File: config.mk
export PLATFORM = sky130hd
export DESIGN_NAME = parity_share_arbiter
export DESIGN_NICKNAME = d
export VERILOG_FILES = /design/src/rtl/parity_pkg.sv /design/src/rtl/parity_generator.sv /design/src/rtl/rr_pick.sv /design/src/rtl/parity_share_arbiter.sv
export SDC_FILE = /design/constraint.sdc
export NUM_CORES = 1
export LEC_CHECK = 0
export ABC_CLOCK_PERIOD_IN_PS = 3900
export CAP_MARGIN = 20
export CORE_MARGIN = 2
export CORE_UTILIZATION = 41
export DETAILED_ROUTE_END_ITERATION = 8
export PLACE_DENSITY = 0.85
export SLEW_MARGIN = 15
export SYNTH_ARGS = -nofsm -noshare
export SYNTH_HDL_FRONTEND = slang
export SYNTH_HIERARCHICAL = 1
export SYNTH_SLANG_ARGS = --single-unit
File: constraint.sdc
create_clock -name clk -period 3.9 [get_ports clk]
set_clock_uncertainty 0.15 [all_clocks]
set_input_delay 0.975 -clock clk [delete_from_list [all_inputs] [get_ports clk]]
set_output_delay 0.975 -clock clk [all_outputs]
set_load 0.01 [all_outputs]
File: src/rtl/parity_pkg.sv
// rtl/parity_pkg.sv - shared widths, state encoding and parity helper for the parity arbiter
package parity_pkg;
  localparam int DATA_W  = 8;
  localparam int FRAME_W = 9;

  typedef enum logic {
    ST_EMPTY = 1'b0,
    ST_FULL  = 1'b1
  } state_t;

  // Bit that makes the XOR of {bit, byte} equal to zero.
  function automatic logic parity_even(input logic [DATA_W-1:0] b);
    return ^b;
  endfunction
endpackage

File: src/rtl/parity_generator.sv
// rtl/parity_generator.sv - byte to {even parity, byte} frame
module parity_generator
  import parity_pkg::*;
(
  input  logic [DATA_W-1:0]  data,
  output logic [FRAME_W-1:0] frame
);
  assign frame = {parity_even(data), data};
endmodule

File: src/rtl/rr_pick.sv
// rtl/rr_pick.sv - combinational round-robin pick: rotate by ptr, lowest-set find, unrotate
module rr_pick #(
  parameter  int N   = 4,
  localparam int IDW = (N > 1) ? $clog2(N) : 1
) (
  input  logic [N-1:0]   req,
  input  logic [IDW-1:0] ptr,
  output logic [N-1:0]   grant,
  output logic [IDW-1:0] idx
);
  logic [N-1:0]   rot;
  logic [IDW-1:0] k_idx;
  logic [IDW:0]   sum;

  always_comb begin
    rot   = '0;
    k_idx = '0;
    sum   = '0;
    grant = '0;
    idx   = '0;
    // rot[k] is the requester k positions after ptr
    for (int k = 0; k < N; k++) begin
      rot[k] = req[(int'(ptr) + k) % N];
    end
    for (int k = N - 1; k >= 0; k--) begin
      if (rot[k]) k_idx = IDW'(k);
    end
    sum = {1'b0, ptr} + {1'b0, k_idx};
    if (sum >= (IDW+1)'(N)) sum = sum - (IDW+1)'(N);
    idx = sum[IDW-1:0];
    if (|rot) grant[idx] = 1'b1;
  end
endmodule

File: src/rtl/parity_share_arbiter.sv
// rtl/parity_share_arbiter.sv - round-robin sharing of one parity generator with a registered output stage
module parity_share_arbiter
  import parity_pkg::*;
#(
  parameter  int NUM_REQ    = 4,
  parameter  bit ODD_PARITY = 1'b0,
  localparam int IDW        = $clog2(NUM_REQ)
) (
  input  logic                      clk,
  input  logic                      rst,
  input  logic [NUM_REQ-1:0]        req_valid,
  input  logic [DATA_W*NUM_REQ-1:0] req_data,
  output logic [NUM_REQ-1:0]        req_ready,
  output logic                      out_valid,
  input  logic                      out_ready,
  output logic [FRAME_W-1:0]        out_data,
  output logic [IDW-1:0]            out_id,
  output logic                      busy
);
  state_t             state, state_nxt;
  logic [IDW-1:0]     rr_ptr;
  logic [NUM_REQ-1:0] pick_grant;
  logic [IDW-1:0]     pick_idx;
  logic               can_load;
  logic               accept;
  logic [DATA_W-1:0]  sel_byte;
  logic [FRAME_W-1:0] pg_frame;
  logic [FRAME_W-1:0] load_frame;

  rr_pick #(.N(NUM_REQ)) u_pick (
    .req   (req_valid),
    .ptr   (rr_ptr),
    .grant (pick_grant),
    .idx   (pick_idx)
  );

  assign sel_byte = req_data[int'(pick_idx)*DATA_W +: DATA_W];

  parity_generator u_pg (
    .data  (sel_byte),
    .frame (pg_frame)
  );

  assign load_frame = {pg_frame[FRAME_W-1] ^ ODD_PARITY, pg_frame[DATA_W-1:0]};

  // Grants are masked while reset is held so no handshake completes then.
  assign can_load  = !rst && ((state == ST_EMPTY) || out_ready);
  assign req_ready = can_load ? pick_grant : '0;
  assign accept    = |req_ready;
  assign out_valid = (state == ST_FULL);
  assign busy      = out_valid;

  always_comb begin
    state_nxt = state;
    if (accept) begin
      state_nxt = ST_FULL;
    end else if (state == ST_FULL && out_ready) begin
      state_nxt = ST_EMPTY;
    end
  end

  always_ff @(posedge clk or posedge rst) begin
    if (rst) begin
      state    <= ST_EMPTY;
      out_data <= '0;
      out_id   <= '0;
      rr_ptr   <= '0;
    end else begin
      state <= state_nxt;
      if (accept) begin
        out_data <= load_frame;
        out_id   <= pick_idx;
        rr_ptr   <= (pick_idx == IDW'(NUM_REQ - 1)) ? '0 : pick_idx + 1'b1;
      end
    end
  end
endmodule

## After elaboration in Yosys (flattened, before gate mapping)

Cells that the tools add are included.

- Output and inout port bits: 17
- Input port bits: 39
- Word-level logic and storage cells: 58
- Register bits after elaboration: 14

- Bitwise logic cells: 4
- Equal/unequal tests: 1
- $add $sub $neg: 6
- Mux-type cells: 23
- Reductions and logical operators: 12
- $lt $le $gt $ge: 7
- Shift-type cells: 1

Operators with widths:

| cell | number |
|---|---|
| $shiftx 32x6->8 | 1 |
| $lt 3x4->1 const B | 3 |
| $mux 2 | 6 |
| $mux 1 | 10 |
| $bmux 1 s2 | 4 |
| $mux 4 | 2 |
| $reduce_or 4->1 | 2 |
| $reduce_xor 8->1 | 1 |
| $lt 2x3->1 const B | 2 |
| $reduce_or 2->1 | 3 |
| $add 2x1->2 const B | 2 |
| $add 2x2->2 const B | 2 |
| $add 2x2->3 | 1 |
| $and 1x1->1 const A | 3 |
| $ge 3x3->1 const B | 1 |
| $logic_and 1x1->1 | 3 |
| $demux 1 s2 | 1 |
| $eq 2x2->1 const B | 1 |
| $ge 2x1->1 const B | 1 |
| $reduce_bool 2->1 | 1 |
| $sub 2x1->2 const B | 1 |
| $logic_not 1->1 | 1 |
| $logic_or 1x1->1 | 1 |
| $not 1->1 | 1 |

## Depth between registers and ports, before layout

Gate-level depths: netlist (run 1).

- Depth after elaboration: 21
- Mapped depth: 14
- Mapped depth without buffers: 12

## Cells and area by module

Netlist (run 1), hierarchy kept.

Modules (own cells, without submodules):

| module | cells an instance | area an instance (um^2) | seq. area each (um^2) | times used |
|---|---|---|---|---|
| parity_share_arbiter | 51 | 840.8 | 350.3 | 1 |
| rr_pick | 36 | 284.0 | 0.0 | 1 |
| parity_generator | 15 | 121.4 | 0.0 | 1 |

## Least setup slack after synthesis (run 1)

Ideal clock, no wire load.

- Path type: input port to flip-flop
- Start: in req_valid[0]
- End: reg out_data[8]
- Path buffers: 2
- Slack: 130 ps
- Required time: 3625 ps
- Arrival time: 3495 ps
- Setup time: 125 ps
- Stages: 14
- Path through: buf_6 -> nor2_1 -> a2bb2oi_1 -> o211ai_1 -> o21a_1 -> ha_1 -> xnor2_1 -> xnor2_1 -> buf_1 -> mux4_2 -> xor2_1 -> xnor2_1 -> xnor2_1 -> mux2_2

- Elaborated cells between the ends (all ways): 30
- Classes of those cells: add/sub (2); order compare (3); shift (1); mux (20); reduce/logical (4)

RTL lines:

| what | RTL line | RTL |
|---|---|---|
| from (decl) | parity_share_arbiter.sv:11 | `input logic [NUM_REQ-1:0] req_valid,` |
| $bmux 1 s2 | rr_pick.sv:23 | `rot[k] = req[(int'(ptr) + k) % N];` |
| $mux 1 (not written as such) (2 in a row) | rr_pick.sv:23 |  |
| $mux 2 (3 in a row) | rr_pick.sv:26 | `if (rot[k]) k_idx = IDW'(k);` |
| $mux 2 * | rr_pick.sv:26 |  |
| $add 2x2->3 * | rr_pick.sv:28 | `sum = {1'b0, ptr} + {1'b0, k_idx};` |
| $ge 3x3->1 / $sub 2x1->2 (equally long branches) | rr_pick.sv:29 | `if (sum >= (IDW+1)'(N)) sum = sum - (IDW+1)'(N);` |
| $mux 2 * | rr_pick.sv:29 |  |
| net pick_idx[1] | parity_share_arbiter.sv:23 | `logic [IDW-1:0] pick_idx;` |
| $shiftx 32x6->8 * | parity_share_arbiter.sv:37 | `assign sel_byte = req_data[int'(pick_idx)*DATA_W +: DATA_W];` |
| net sel_byte[3] | parity_share_arbiter.sv:26 | `logic [DATA_W-1:0] sel_byte;` |
| $reduce_xor 8->1 * | parity_pkg.sv:13 | `return ^b;` |
| net load_frame[8] | parity_share_arbiter.sv:28 | `logic [FRAME_W-1:0] load_frame;` |
| to (signal assigned) | parity_share_arbiter.sv:71 | `out_data <= load_frame;` |
| to (decl) | parity_share_arbiter.sv:16 | `output logic [FRAME_W-1:0] out_data,` |

The timed path passes the listed nets; every way through them passes the cells marked *. The select of a mux whose other input is x is not followed.
A chain may end at the register's enable or synchronous reset.

## Final worst setup path (run 1)

- Start: in req_valid[3]
- End: out req_ready[1]

- Cells in the longest elaborated chain, start to end: 16
- Elaborated cells between the ends (all ways): 27
- Classes of those cells: add/sub (2); order compare (3); mux (20); reduce/logical (2)

Ends and longest elaborated chain:

| what | RTL line | RTL |
|---|---|---|
| $bmux 1 s2 | rr_pick.sv:23 |  |
| $mux 1 (not written as such) (2 in a row) | rr_pick.sv:23 |  |
| $mux 2 (3 in a row) | rr_pick.sv:26 |  |
| $mux 2 * | rr_pick.sv:26 |  |
| $add 2x2->3 * | rr_pick.sv:28 |  |
| $ge 3x3->1 / $sub 2x1->2 (equally long branches) | rr_pick.sv:29 |  |
| $mux 2 * | rr_pick.sv:29 |  |
| net pick_idx[0] | parity_share_arbiter.sv:23 |  |
| $lt 2x3->1 (not written as such) / $ge 2x1->1 (equally long branches) | rr_pick.sv:31 | `if (\|rot) grant[idx] = 1'b1;` |
| $logic_and 1x1->1 (not written as such) | rr_pick.sv:31 |  |
| $mux 1 (not written as such) | rr_pick.sv:31 |  |
| $demux 1 s2 * | n/a |  |
| $mux 4 * | rr_pick.sv:31 |  |
| net pick_grant[1] | parity_share_arbiter.sv:22 | `logic [NUM_REQ-1:0] pick_grant;` |
| $mux 4 * | parity_share_arbiter.sv:48 | `assign req_ready = can_load ? pick_grant : '0;` |
| to (decl) | parity_share_arbiter.sv:13 | `output logic [NUM_REQ-1:0] req_ready,` |

Marked as above.

==> impl_metrics.toml, run 1 <==
[clock_network]
cts_buffers = 3
clk_path_buf_depth = 2
cts-htree-levels = 1
clkSlewWorstSetupHoldPaths_ns = 0.07
cts.sinks = 14
cts_tree = "yes"
cts-root-buf = "clkbuf_4"
insertion_delay_ns = 0.27

[worst_setup_path]
cp_num_buf_inv = 2
critPathSlowestCell = "ha_4"
path_cells = "clkdlybuf4s15_1 -> nor2b_4 -> a21oi_2 -> o2bb2ai_2 -> o21a_1 -> ha_4 -> nor2b_4 -> nand2_2 -> mux2i_1 -> and2_1 -> buf_2"
worstPathArrival_ns = 2.69
critPathTopFamily = "simple AND/OR/NAND/NOR gates"
path_common_cell = "nor2b_4"
cp_max_fo = 3
cpPeakStageDelay_ns = 0.29
cp-start-kind = "primary input"
end_kind = "output pin"
worst-endpoint-required_ns = 2.77
critPathKind = "primary input to output pin"

[sta]
tightest_slew_ns = 0.866
max_freq_ghz = 0.262
slew_headroom_pct = 41.7
post-route-period-util_pct = 97.8
setup_violations = 0
period_minus_slack_ns = 3.81
hold_viol = 0
final_max_slew_viol_count = 0

[finish]
final_common_cell = "clkdlybuf4s50_1"
final_cell_area_mm2 = 0.00199
nets = 214
final_cell_mix = "clkdlybuf4s50_1 (47), buf_4 (23), dfrtp_1 (14)"
nFillCells = 220
n_antenna_cell = 0
layout-drive-gt1-share_pct = 43.9
final_util_pct = 66.9
seq_area_um2 = 350
area_growth_pct = 59.8
multi_input_area_um2 = 855

[hold_path]
hp-class = "register to register"

[power_and_ir_drop]
p_sw_share_pct = 37.0
peakVddDrop_v = 0.000676
power.switching_mw = 0.862
p_comb_share_pct = 83.7
power_mw = 2.33
powerDensity_mw_per_mm2 = 1170
seqPwrFrac_pct = 13.0
p_leak_nw = 0.835
clockPowerShare_pct = 3.3
internal_power_mw = 1.47

[drt]
ant_nets = 0
wirelength_um = 2970
avgViaCountPerCell = 5.06
first_pass_iters = 4
vias = 1033
drc = 0
dr.first_iter.drc_count = 47
wl_per_cell_um = 14.6

[yosys]
syn_area_mm2 = 0.00125
synth_area_leaders = "dfrtp_1 (28%), mux4_2 (14%), mux2_4 (12%)"
ys_ff_latch = 14
yosysUniqueCellTypes = 34
ys.flop_type = "dfrtp_1"
syn_avg_cell_area_um2 = 12.2
synth-edff-count = 0
syn-instance-count = 102
yosysSeqAreaShare_pct = 28.1
async_reset_ff_share_pct = 100
yosysWarnings = 6
synth_top_area_share_pct = 28.1
syn-num-nets = 143
synth_top_area_cell = "dfrtp_1"

[floorplanning]
die_h_um = 59.1
fp.coreArea_mm2 = 0.00298
num_rows = 20
dieArea_mm2 = 0.00350
die_w_um = 59.1
io-pin-count = 56
start_util_pct = 41.8

[global_route]
grt_pass1_wl_um = 4590
grt_pass1_vias = 1107
grt_max_degree = 15
antenna_found_initial = 0
grtUsageTotal_pct = 17.7
grt.overflow.total = 0

[placed_design]
numPortBuffers = 55
placedInstanceArea_mm2 = 0.00188
dp_hpwl_um = 2350
place_congestion = 0.744

[flow_run]
maxCapViolCount = 0

[run_status]
status = "completed"
==> what timing repair did <==
action | in CTS | in global routing
resized for setup | 30 | 13
hold buffers | 0 | 0
setup endpoints to repair | 5 | 5
endpoints found under the hold margin | 0 | 0
setup buffers | 5 | 2
pin swaps | 5 | 5
==> cells in the mapped netlist, types with 2 or more instances <==
master    n
nand2_1   7
nor2b_1   2
mux2i_1   4
buf_6     2
mux2_4   10
xor2_1    2
nor2_1    5
buf_4    10
dfrtp_1  14
mux2_2    4
xnor2_1   8
a21oi_1   2
ha_1      2
and2_1    3
mux4_2    8
==> logic make-up after synthesis <==
logic type / Yosys count / share of synthesized area (%)
and+or+nand+nor: 27 / 13.5
xor gates and xnor gates: 10 / 7.03
DFF: 14 / 28.1
AOI/OAI and AO/OA: 8 / 7.23
muxes: 26 / 33.3
adders and majority gates: 2 / 2.01
buffers and inverters: 15 / 8.83
==> worst register-to-register path: cells and delay by family, from the launching register on <==
| family | cells | cell delay (ns) |
|---|---|---|
| AOI/OAI and AO/OA | 3 | 0.44 |
| muxes | 2 | 0.60 |
| buffers and inverters | 3 | 0.44 |
| xor gates and xnor gates | 5 | 0.80 |
| DFF | 1 | 0.61 |
| adders and majority gates | 1 | 0.18 |
| and+or+nand+nor | 1 | 0.14 |
==> through the flow <==
step	cells	hold slack, ns	setup slack, ns	setup TNS, ns
2_1_floorplan	102	0.332	0.130	0
3_3_place_gp	194	0.342	-0.598	-2.63
3_5_place_dp	194	0.343	-0.689	-3.20
4_1_cts	202	0.362	0.0349	0
5_1_grt	204	0.392	-0.0146	-0.0281
6_report	204	0.357	0.0851	0
==> power groups by stage <==
| stage | logic [mW] | registers (mW) | clock network [mW] |
|---|---|---|---|
| final | 1.95 | 0.303 | 0.0768 |
| after global routing | 2.11 | 0.314 | 0.0852 |
| after CTS | 1.92 | 0.301 | 0.0797 |
| after detailed placement | 1.81 | 0.294 | 0 |
| after global placement | 1.72 | 0.295 | 0 |
| after floorplan | 1.34 | 0.307 | 0 |
==> routing by layer <==
layer  part of all wire [%]  vias up  global-route usage [%]
li1                       -      496                       -
met1                     35      481                    19.0
met2                     56       52                    33.0
met3                    7.2        4                    3.71
met4                    1.0        0                    7.47
met5                      0        -                       0
==> layout make-up <==
class	instances	area share [%]
timing repair buffer	80	36.1
clock buffer	3	1.13
sequential	14	17.6
inverter	1	0.188
multi-input combinational	73	42.9
tap	33	2.07
==> registers in the layout, summed over array words and instances (netlist names) <==
signal	count
busy	1
out_id	2
out_data	9
rr_ptr	2
==> final timing paths <==
| check | start | endpoint | slack, ns | cells past startpoint |
|---|---|---|---|---|
| min reg2reg | out_id[1] | out_id[1] | 0.36 | 1 |
| max | req_valid[3] | req_ready[1] | 0.09 | 11 |
| max reg2reg | rr_ptr[1] | out_data[8] | 0.42 | 15 |
| min in group asynchronous | rst | out_id[1] | 1.01 | 2 |
| max in group asynchronous | rst | out_data[8] | 2.26 | 2 |
| min | out_id[1] | out_id[1] | 0.36 | 1 |
No activity file was read; power rests on OpenSTA's default activity.
==> run 2: changes to the inputs <==
--- a/config.mk
+++ b/config.mk
@@ -9,6 +9,7 @@
 export CAP_MARGIN = 20
 export CORE_MARGIN = 2
 export CORE_UTILIZATION = 41
+export CTS_CLUSTER_SIZE = 30
 export DETAILED_ROUTE_END_ITERATION = 8
 export PLACE_DENSITY = 0.85
 export SLEW_MARGIN = 15
==> results of run 2 <==
No change in the layout: final DEF, timing and power equal those of run 1.
==> run 3: changes to the inputs <==
--- a/config.mk
+++ b/config.mk
@@ -11,6 +11,7 @@
 export CORE_UTILIZATION = 41
 export CTS_CLUSTER_SIZE = 30
 export DETAILED_ROUTE_END_ITERATION = 8
+export GPL_TIMING_DRIVEN = 0
 export PLACE_DENSITY = 0.85
 export SLEW_MARGIN = 15
 export SYNTH_ARGS = -nofsm -noshare
==> run 3 against run 2 <==
Maximum frequency up 0.13%. Setup slack better by 0.0048 ns. Critical path depth unchanged. Clock-buffer cell count unchanged. Sequential power down 5%. Critical path type unchanged. Largest cell class unchanged.
==> impl_metrics.toml, run 3 (same netlist as run 1, synthesis figures left out) <==
[finish]
final_cell_mix = "clkdlybuf4s50_1 (47), buf_4 (18), dfrtp_1 (14)"
final_common_cell = "clkdlybuf4s50_1"
n_antenna_cell = 0
largest_reg_flops = 9
area_growth_pct = 59.5
nets = 209
final_cell_area_mm2 = 0.00199
layout-drive-gt1-share_pct = 46.4
top_regs = "out_data x9, out_id x2, rr_ptr x2"
nFillCells = 221
top_register = "out_data"
stdcell_count = 199

[drt]
drc = 0
ant_nets = 0
dr.first_iter.drc_count = 25
vias = 1036
avgViaCountPerCell = 5.21
wl_per_cell_um = 14.5
wirelength_um = 2890
first_pass_iters = 4

[placed_design]
dpl_worst_slack_ns = -0.965
placed_cells = 189
numPortBuffers = 54
placedInstanceArea_mm2 = 0.00183
dp_hpwl_um = 2200
place_congestion = 0.679

[floorplanning]
dieArea_mm2 = 0.00350
io-pin-count = 56
num_rows = 20
die_w_um = 59.1
start_util_pct = 41.8
die_h_um = 59.1
fp.coreArea_mm2 = 0.00298

[global_route]
grt.overflow.total = 0
grtUsageTotal_pct = 18.6
grt_pass1_vias = 1121
grt_max_degree = 15
grt_pass1_wl_um = 4790
antenna_found_initial = 0

[flow_run]
maxCapViolCount = 0

[sta]
tightest_slew_ns = 0.902
setup_violations = 0
setup_slack_ns = 0.0899
slew_headroom_pct = 39.3
post-route-period-util_pct = 97.7
hold_viol = 0
max_freq_ghz = 0.262
final_max_slew_viol_count = 0
hold_ws_ns = 0.371
period_minus_slack_ns = 3.81

[clock_network]
clkSlewWorstSetupHoldPaths_ns = 0.07
cts-root-buf = "clkbuf_4"
ctsHoldBuffers = 0
insertion_delay_ns = 0.27
cts-htree-levels = 1
clk_path_buf_depth = 2
cts_tree = "yes"
cts.sinks = 14
cts_buffers = 3

[run_status]
status = "completed"

[hold_path]
min_from = "out_data[7]"
hp-class = "register to register"

[power_and_ir_drop]
p_leak_nw = 0.811
power_mw = 2.36
powerDensity_mw_per_mm2 = 1180
peakVddDrop_v = 0.000603

[worst_setup_path]
cp_max_fo = 7
r2r-start = "rr_ptr[1]"
cp-start-kind = "primary input"
worstPathArrival_ns = 2.69
critPathKind = "primary input to output pin"
worst-endpoint-required_ns = 2.77
end_kind = "output pin"
startpoint = "req_valid[2]"
-- run 3: worst paths after layout --
path | to | slack, ns | depth (start not counted)
max | req_ready[3] | 0.09 | 11
min | out_data[7] | 0.37 | 1
max reg2reg | out_data[8] | 0.51 | 15
min reg2reg | out_data[7] | 0.37 | 1
max in group asynchronous | out_data[8] | 2.25 | 2
min in group asynchronous | out_data[5] | 1.01 | 2
-- run 3: critical path: stages --
cell and delay [ns]:
buf_4 0.16, nor2_4 0.09, a2bb2oi_2 0.13, o211ai_1 0.13
o21a_1 0.18, ha_4 0.30, nor2b_4 0.18, nand2_2 0.09
mux2i_2 0.18, and2_1 0.16, buf_2 0.13
-- run 3: cell type report --
cell class	instances	area, um^2	area share, %
Multi-Input combinational cell	73	900	45.2
Sequential cell	14	350	17.6
Clock buffer	3	22.5	1.13
Inverter	1	3.75	0.189
Buffer	14	110	5.54
Tap cell	33	41.3	2.08
Timing Repair Buffer	61	561	28.2
-- run 3: repair_timing --
action | 4_1_cts | 5_1_grt
cloned | 0 | 0
setup buffers | 6 | 1
pin swaps | 2 | 6
gates resized for setup | 40 | 15
endpoints found under the setup margin | 15 | 5
-- run 3: power breakdown --
part	internal [mW]	switching [mW]	total [mW]
registers	0.232	0.0560	0.288
clock network	0.0357	0.0408	0.0765
logic	1.21	0.784	1.99
-- run 3: routing by layer --
metal / part of all wire, % / vias up / GRT usage, %
met5: 0 / - / 0
met4: 2.5 / 0 / 10.1
met3: 6.8 / 6 / 3.06
met2: 56 / 49 / 33.7
met1: 35 / 493 / 20.7
li1: - / 488 / -
-- run 3: stage by stage --
stage          setup TNS [ns]  utilization (%)
4_1_cts                     0             66.0
5_1_grt               -0.0267             66.8
3_5_place_dp            -8.51             61.4
2_1_floorplan               0                -
6_report                    0             66.8
3_3_place_gp            -6.65             61.4
